`src/rtl/bit_deserializer_pkg.sv`:
```
// bit_deserializer_pkg: shared FSM state type and default word width for the bit deserializer
package bit_deserializer_pkg;
  localparam int BITDESER_MAXBITS = 32;
`ifdef BIT_DESERIALIZER_PARITY_EN
  typedef enum logic [1:0] {IDLE, RECV, PAR} state_t;
`else
  typedef enum logic [1:0] {IDLE, RECV} state_t;
`endif
endpackage

```
`src/rtl/bit_deser_shift.sv`:
```
// bit_deser_shift: shift register, bit counter and bit-order placement for bit_deserializer
// Ports: clk, rst (sync, active high), bit_in (serial bit), en (accept bit_in as a data bit),
//        clr (word complete: clear register and counter), word_next (register with bit_in
//        placed when en), last (the next data bit is the final one of the word)
module bit_deser_shift
  import bit_deserializer_pkg::*;
#(
  parameter int MAXBITS   = BITDESER_MAXBITS,
  parameter int LSB_FIRST = 1
) (
  input  logic               clk,
  input  logic               rst,
  input  logic               bit_in,
  input  logic               en,
  input  logic               clr,
  output logic [MAXBITS-1:0] word_next,
  output logic               last
);
  localparam int CW = $clog2(MAXBITS + 1);
  localparam int PW = $clog2(MAXBITS);
  logic [CW-1:0]      count;
  logic [MAXBITS-1:0] data;
  logic [PW-1:0]      pos;
  // count reaches MAXBITS only while a parity bit is pending; en is low then, so the truncated pos is unused
  assign pos  = LSB_FIRST != 0 ? count[PW-1:0] : PW'(MAXBITS - 1) - count[PW-1:0];
  assign last = count == CW'(MAXBITS - 1);
  always_comb begin
    word_next = data;
    if (en) word_next[pos] = bit_in;
  end
  always_ff @(posedge clk) begin
    if (rst || clr) begin
      count <= '0;
      data  <= '0;
    end else if (en) begin
      count <= count + 1'b1;
      data  <= word_next;
    end
  end
endmodule

```
`src/rtl/bit_deserializer.sv`:
```
// bit_deserializer: collects serial bits into MAXBITS-wide words with a ready/valid output register
// Ports: clk, rst (sync, active high), sin_bit/sin_valid/sin_ready (serial input handshake),
//        out_word/out_valid/out_ready (word output handshake), out_perr (parity error, qualified by out_valid)
// Build option: define BIT_DESERIALIZER_PARITY_EN to expect an even-parity bit after each word's data bits
module bit_deserializer
  import bit_deserializer_pkg::*;
#(
  parameter int MAXBITS   = BITDESER_MAXBITS,
  parameter int LSB_FIRST = 1
) (
  input  logic               clk,
  input  logic               rst,
  input  logic               sin_bit,
  input  logic               sin_valid,
  output logic               sin_ready,
  output logic [MAXBITS-1:0] out_word,
  output logic               out_valid,
  input  logic               out_ready,
  output logic               out_perr
);
  state_t             state, state_next;
  logic               accept, complete, load, data_en, last;
  logic [MAXBITS-1:0] word_next;
  assign accept = sin_valid && sin_ready;
`ifdef BIT_DESERIALIZER_PARITY_EN
  assign complete = state == PAR;
  assign data_en  = accept && state != PAR;
`else
  assign complete = state == RECV && last;
  assign data_en  = accept;
`endif
  assign load = accept && complete;
  // only a word-completing bit can stall, and only while the previous word is still unclaimed
  assign sin_ready = !(complete && out_valid && !out_ready);
  bit_deser_shift #(.MAXBITS(MAXBITS), .LSB_FIRST(LSB_FIRST)) u_shift (
    .clk(clk),
    .rst(rst),
    .bit_in(sin_bit),
    .en(data_en),
    .clr(load),
    .word_next(word_next),
    .last(last)
  );
  always_ff @(posedge clk) begin
    if (rst) state <= IDLE;
    else state <= state_next;
  end
  always_comb begin
    state_next = state;
    if (accept) begin
      if (state == IDLE) state_next = RECV;
`ifdef BIT_DESERIALIZER_PARITY_EN
      else if (state == RECV && last) state_next = PAR;
      else if (state == PAR) state_next = IDLE;
`else
      else if (state == RECV && last) state_next = IDLE;
`endif
    end
  end
  always_ff @(posedge clk) begin
    if (rst) begin
      out_word  <= '0;
      out_valid <= 1'b0;
    end else if (load) begin
      out_word  <= word_next;
      out_valid <= 1'b1;
    end else if (out_ready) begin
      out_valid <= 1'b0;
    end
  end
`ifdef BIT_DESERIALIZER_PARITY_EN
  // in PAR word_next is the complete data word and sin_bit is the parity bit
  always_ff @(posedge clk) begin
    if (rst) out_perr <= 1'b0;
    else if (load) out_perr <= ^word_next ^ sin_bit;
  end
`else
  assign out_perr = 1'b0;
`endif
endmodule

```
`config.mk`:
```
export PLATFORM = sky130hd
export DESIGN_NAME = bit_deserializer
export DESIGN_NICKNAME = d
export VERILOG_FILES = /design/src/rtl/bit_deserializer_pkg.sv /design/src/rtl/bit_deser_shift.sv /design/src/rtl/bit_deserializer.sv
export SDC_FILE = /design/constraint.sdc
export NUM_CORES = 1
export LEC_CHECK = 0
export CAP_MARGIN = 25
export CORE_MARGIN = 4
export CORE_UTILIZATION = 54
export CTS_CLUSTER_SIZE = 28
export DETAILED_ROUTE_END_ITERATION = 12
export MAX_ROUTING_LAYER = met4
export PLACE_DENSITY_LB_ADDON = 0.3
export SLEW_MARGIN = 20
export SYNTH_ARGS = -nofsm -noshare
export SYNTH_HDL_FRONTEND = slang
export SYNTH_SLANG_ARGS = --single-unit
```
`constraint.sdc`:
```
create_clock -name clk -period 2.11 [get_ports clk]
set_clock_uncertainty 0.15 [all_clocks]
set_input_delay 0.633 -clock clk [delete_from_list [all_inputs] [get_ports clk]]
set_output_delay 0.633 -clock clk [all_outputs]
set_load 0.02 [all_outputs]
```
==> out/metrics.cfg <==
[logic_synthesis]
synth_xor_area_frac=0.00574
syn-cell-area_um2=3050
syn-num-nets=323
synth_top_family_by_area=compound AO/OA/AOI/OAI gates
synth_edf_count=0
yosys.area_share.simple=0.137
ys.flop_type=dfxtp_1
avgSynthCellArea_um2=9.71
ys_seq_elements=71
synth_warnings=0
synthCells=314
muxShareOfSynthArea=0.105
synth.distinct_cells=41
synth_fa_ha_area_frac=0.0164
ys_seq_area_frac=0.466
async_flop_share=0
synth-compound-area-share=0.178

[final_layout]
drive_above_1_share=0.157
layout_common_cells=dfxtp_1 (71), nor2_1 (50), a21oi_1 (34)
nets=368
final_common_cell=dfxtp_1
area_delta_synth_final_pct=25.6
fillCellCount=433
final_cell_area_um2=3830
n_antenna_cell=0

[clock_network]
clk_pin_slew_ns=0.07
cts_root_buf=clkbuf_8
clockBufferDepth=2
cts_tree=built
cts_sinks=71
clock_latency_ns=0.34
numCtsBuffers=9
htreeDepth=3
cts_hold_buf=0

[die]
die_y_um=83.1
core_area_um2=5510
die_w_um=83.1
initial_core_util=0.554
rows=27
dieArea_um2=6910
io_pins=40

[placement]
port_buffers=38
dp_hpwl_um=4460
gp_congestion=0.888
dpl_cell_area_um2=3550
place_ws_ns=-0.695

[sta]
hold_violations=0
post-route-min-period_ns=2.06
setup_viol=0
fmax_mhz=484
rsz0062_at_grt=no
fin_crit_sh=0.978
worst_slack_ns=0.0454
final_max_slew_viol_count=0

[drt]
viasPerCell=5.48
wire_per_inst_um=15.4
drt_iter0_drc=134
firstDrtPassIters=5
ant_nets=0
drt-total-wl_um=6710
route.detailed.drc=0
vias=2388

[worst_setup_path]
cp-start-kind=register
crit_chain=clkdlybuf4s50_1
path_buf_inv=1
critPathTopFamily=buffers and inverters
max_stage_delay_ns=0.61
crit_path_top_delay_cell=clkdlybuf4s50_1
path_class=register to output port
critPathMaxFanout=2
crit_required_ns=1.33
arrival_ns=1.28
crit_path_end_kind=output port

[run_status]
outcome=complete, no violations

[global_routing]
grt_max_degree=35
grt_use_total=0.212
grt_pass1_wl_um=11500
grt_pass1_vias=2358
grt-ovfl-total=0
antenna_found_initial=0

[flow_run]
maxCapViolations=0

[pwr]
power_density_nw_per_um2=712
ir_drop_mv=0.409
leakage_nw=1.87

[worst_hold_path]
hold_path.class=register to register

[stage by stage]
stage,TNS [ns],instances,utilization,power [W],hold WS [ns]
final,0,436,0.696,0.00273,0.349
after global routing,0,436,0.696,0.00284,0.361
after CTS,0,436,0.684,0.00275,0.345
after detailed placement,-38.86,420,0.645,0.00155,0.327
after global placement,-37.64,420,0.645,0.00154,0.316
after floorplan,0,314,-,0.00149,0.299
[state kept, by name (all words and copies together), names as in the netlist]
| name | cells |
|---|---|
| u_shift.count | 6 |
| u_shift.data | 31 |
| state | 1 |
| out_word | 32 |
| out_valid | 1 |
[layout make-up]
cell class | count | area [µm²] | area share
flip-flops and latches | 71 | 1420 | 0.371
clock inverters | 3 | 65.1 | 0.0170
inverters | 3 | 11.3 | 0.00294
multi-input cells | 207 | 1350 | 0.353
well taps | 72 | 90.1 | 0.0235
clock buffers | 13 | 159 | 0.0415
repair buffers | 67 | 729 | 0.190
[report_power, final]
group	total (W)	internal [W]	switching [W]
Sequential	0.00135	0.00135	0.00000393
Combinational	0.000164	0.0000640	0.000100
Clock	0.00121	0.000730	0.000481
[repair_timing]
item / in CTS / in global routing
cloned: 0 / 0
resized for setup: 12 / 25
buffers inserted: 0 / 0
hold endpoints to repair: 0 / 0
pin swaps: 2 / 1
setup endpoints to repair: 73 / 28
[final timing paths]
check | end | depth (start not counted) | slack, ns | start
worst max-delay path | out_word[7] | 1 | 0.05 | out_word[7]
worst min-delay path | u_shift.data[16] | 2 | 0.35 | u_shift.data[16]
worst max register to register | out_word[3] | 8 | 0.15 | u_shift.count[0]
worst min register to register | u_shift.data[16] | 2 | 0.35 | u_shift.data[16]
[per-layer routing]
metal,vias to the layer above,GRT usage,routed length (µm)
met5,-,-,0
met4,0,0.0966,147
li1,1188,-,-
met1,1134,0.277,3240
met2,52,0.308,3050
met3,14,0.0546,264
[cells in the mapped netlist, drive strengths merged, types with 2 or more instances]
cell | number | share of area
dfxtp | 71 | 0.47
nor2 | 50 | 0.062
a211oi | 36 | 0.10
a21oi | 35 | 0.059
mux2i | 32 | 0.11
buf | 25 | 0.073
nand3 | 15 | 0.025
nand2 | 9 | 0.011
clkbuf | 8 | 0.014
ha | 4 | 0.016
and2 | 3 | 0.0066
inv | 3 | 0.0037
nand3b | 3 | 0.0074
nor3b | 3 | 0.0074
a31oi | 2 | 0.0041
nor3 | 2 | 0.0033
[logic make-up after synthesis]
family / count (synthesis)
DFF: 71
other: 1
and+or+nand+nor: 91
xor gates and xnor gates: 2
adders and majority gates: 4
buffers and inverters: 36
AOI/OAI and AO/OA: 77
muxes: 32
(Power assumes the default switching activity.)
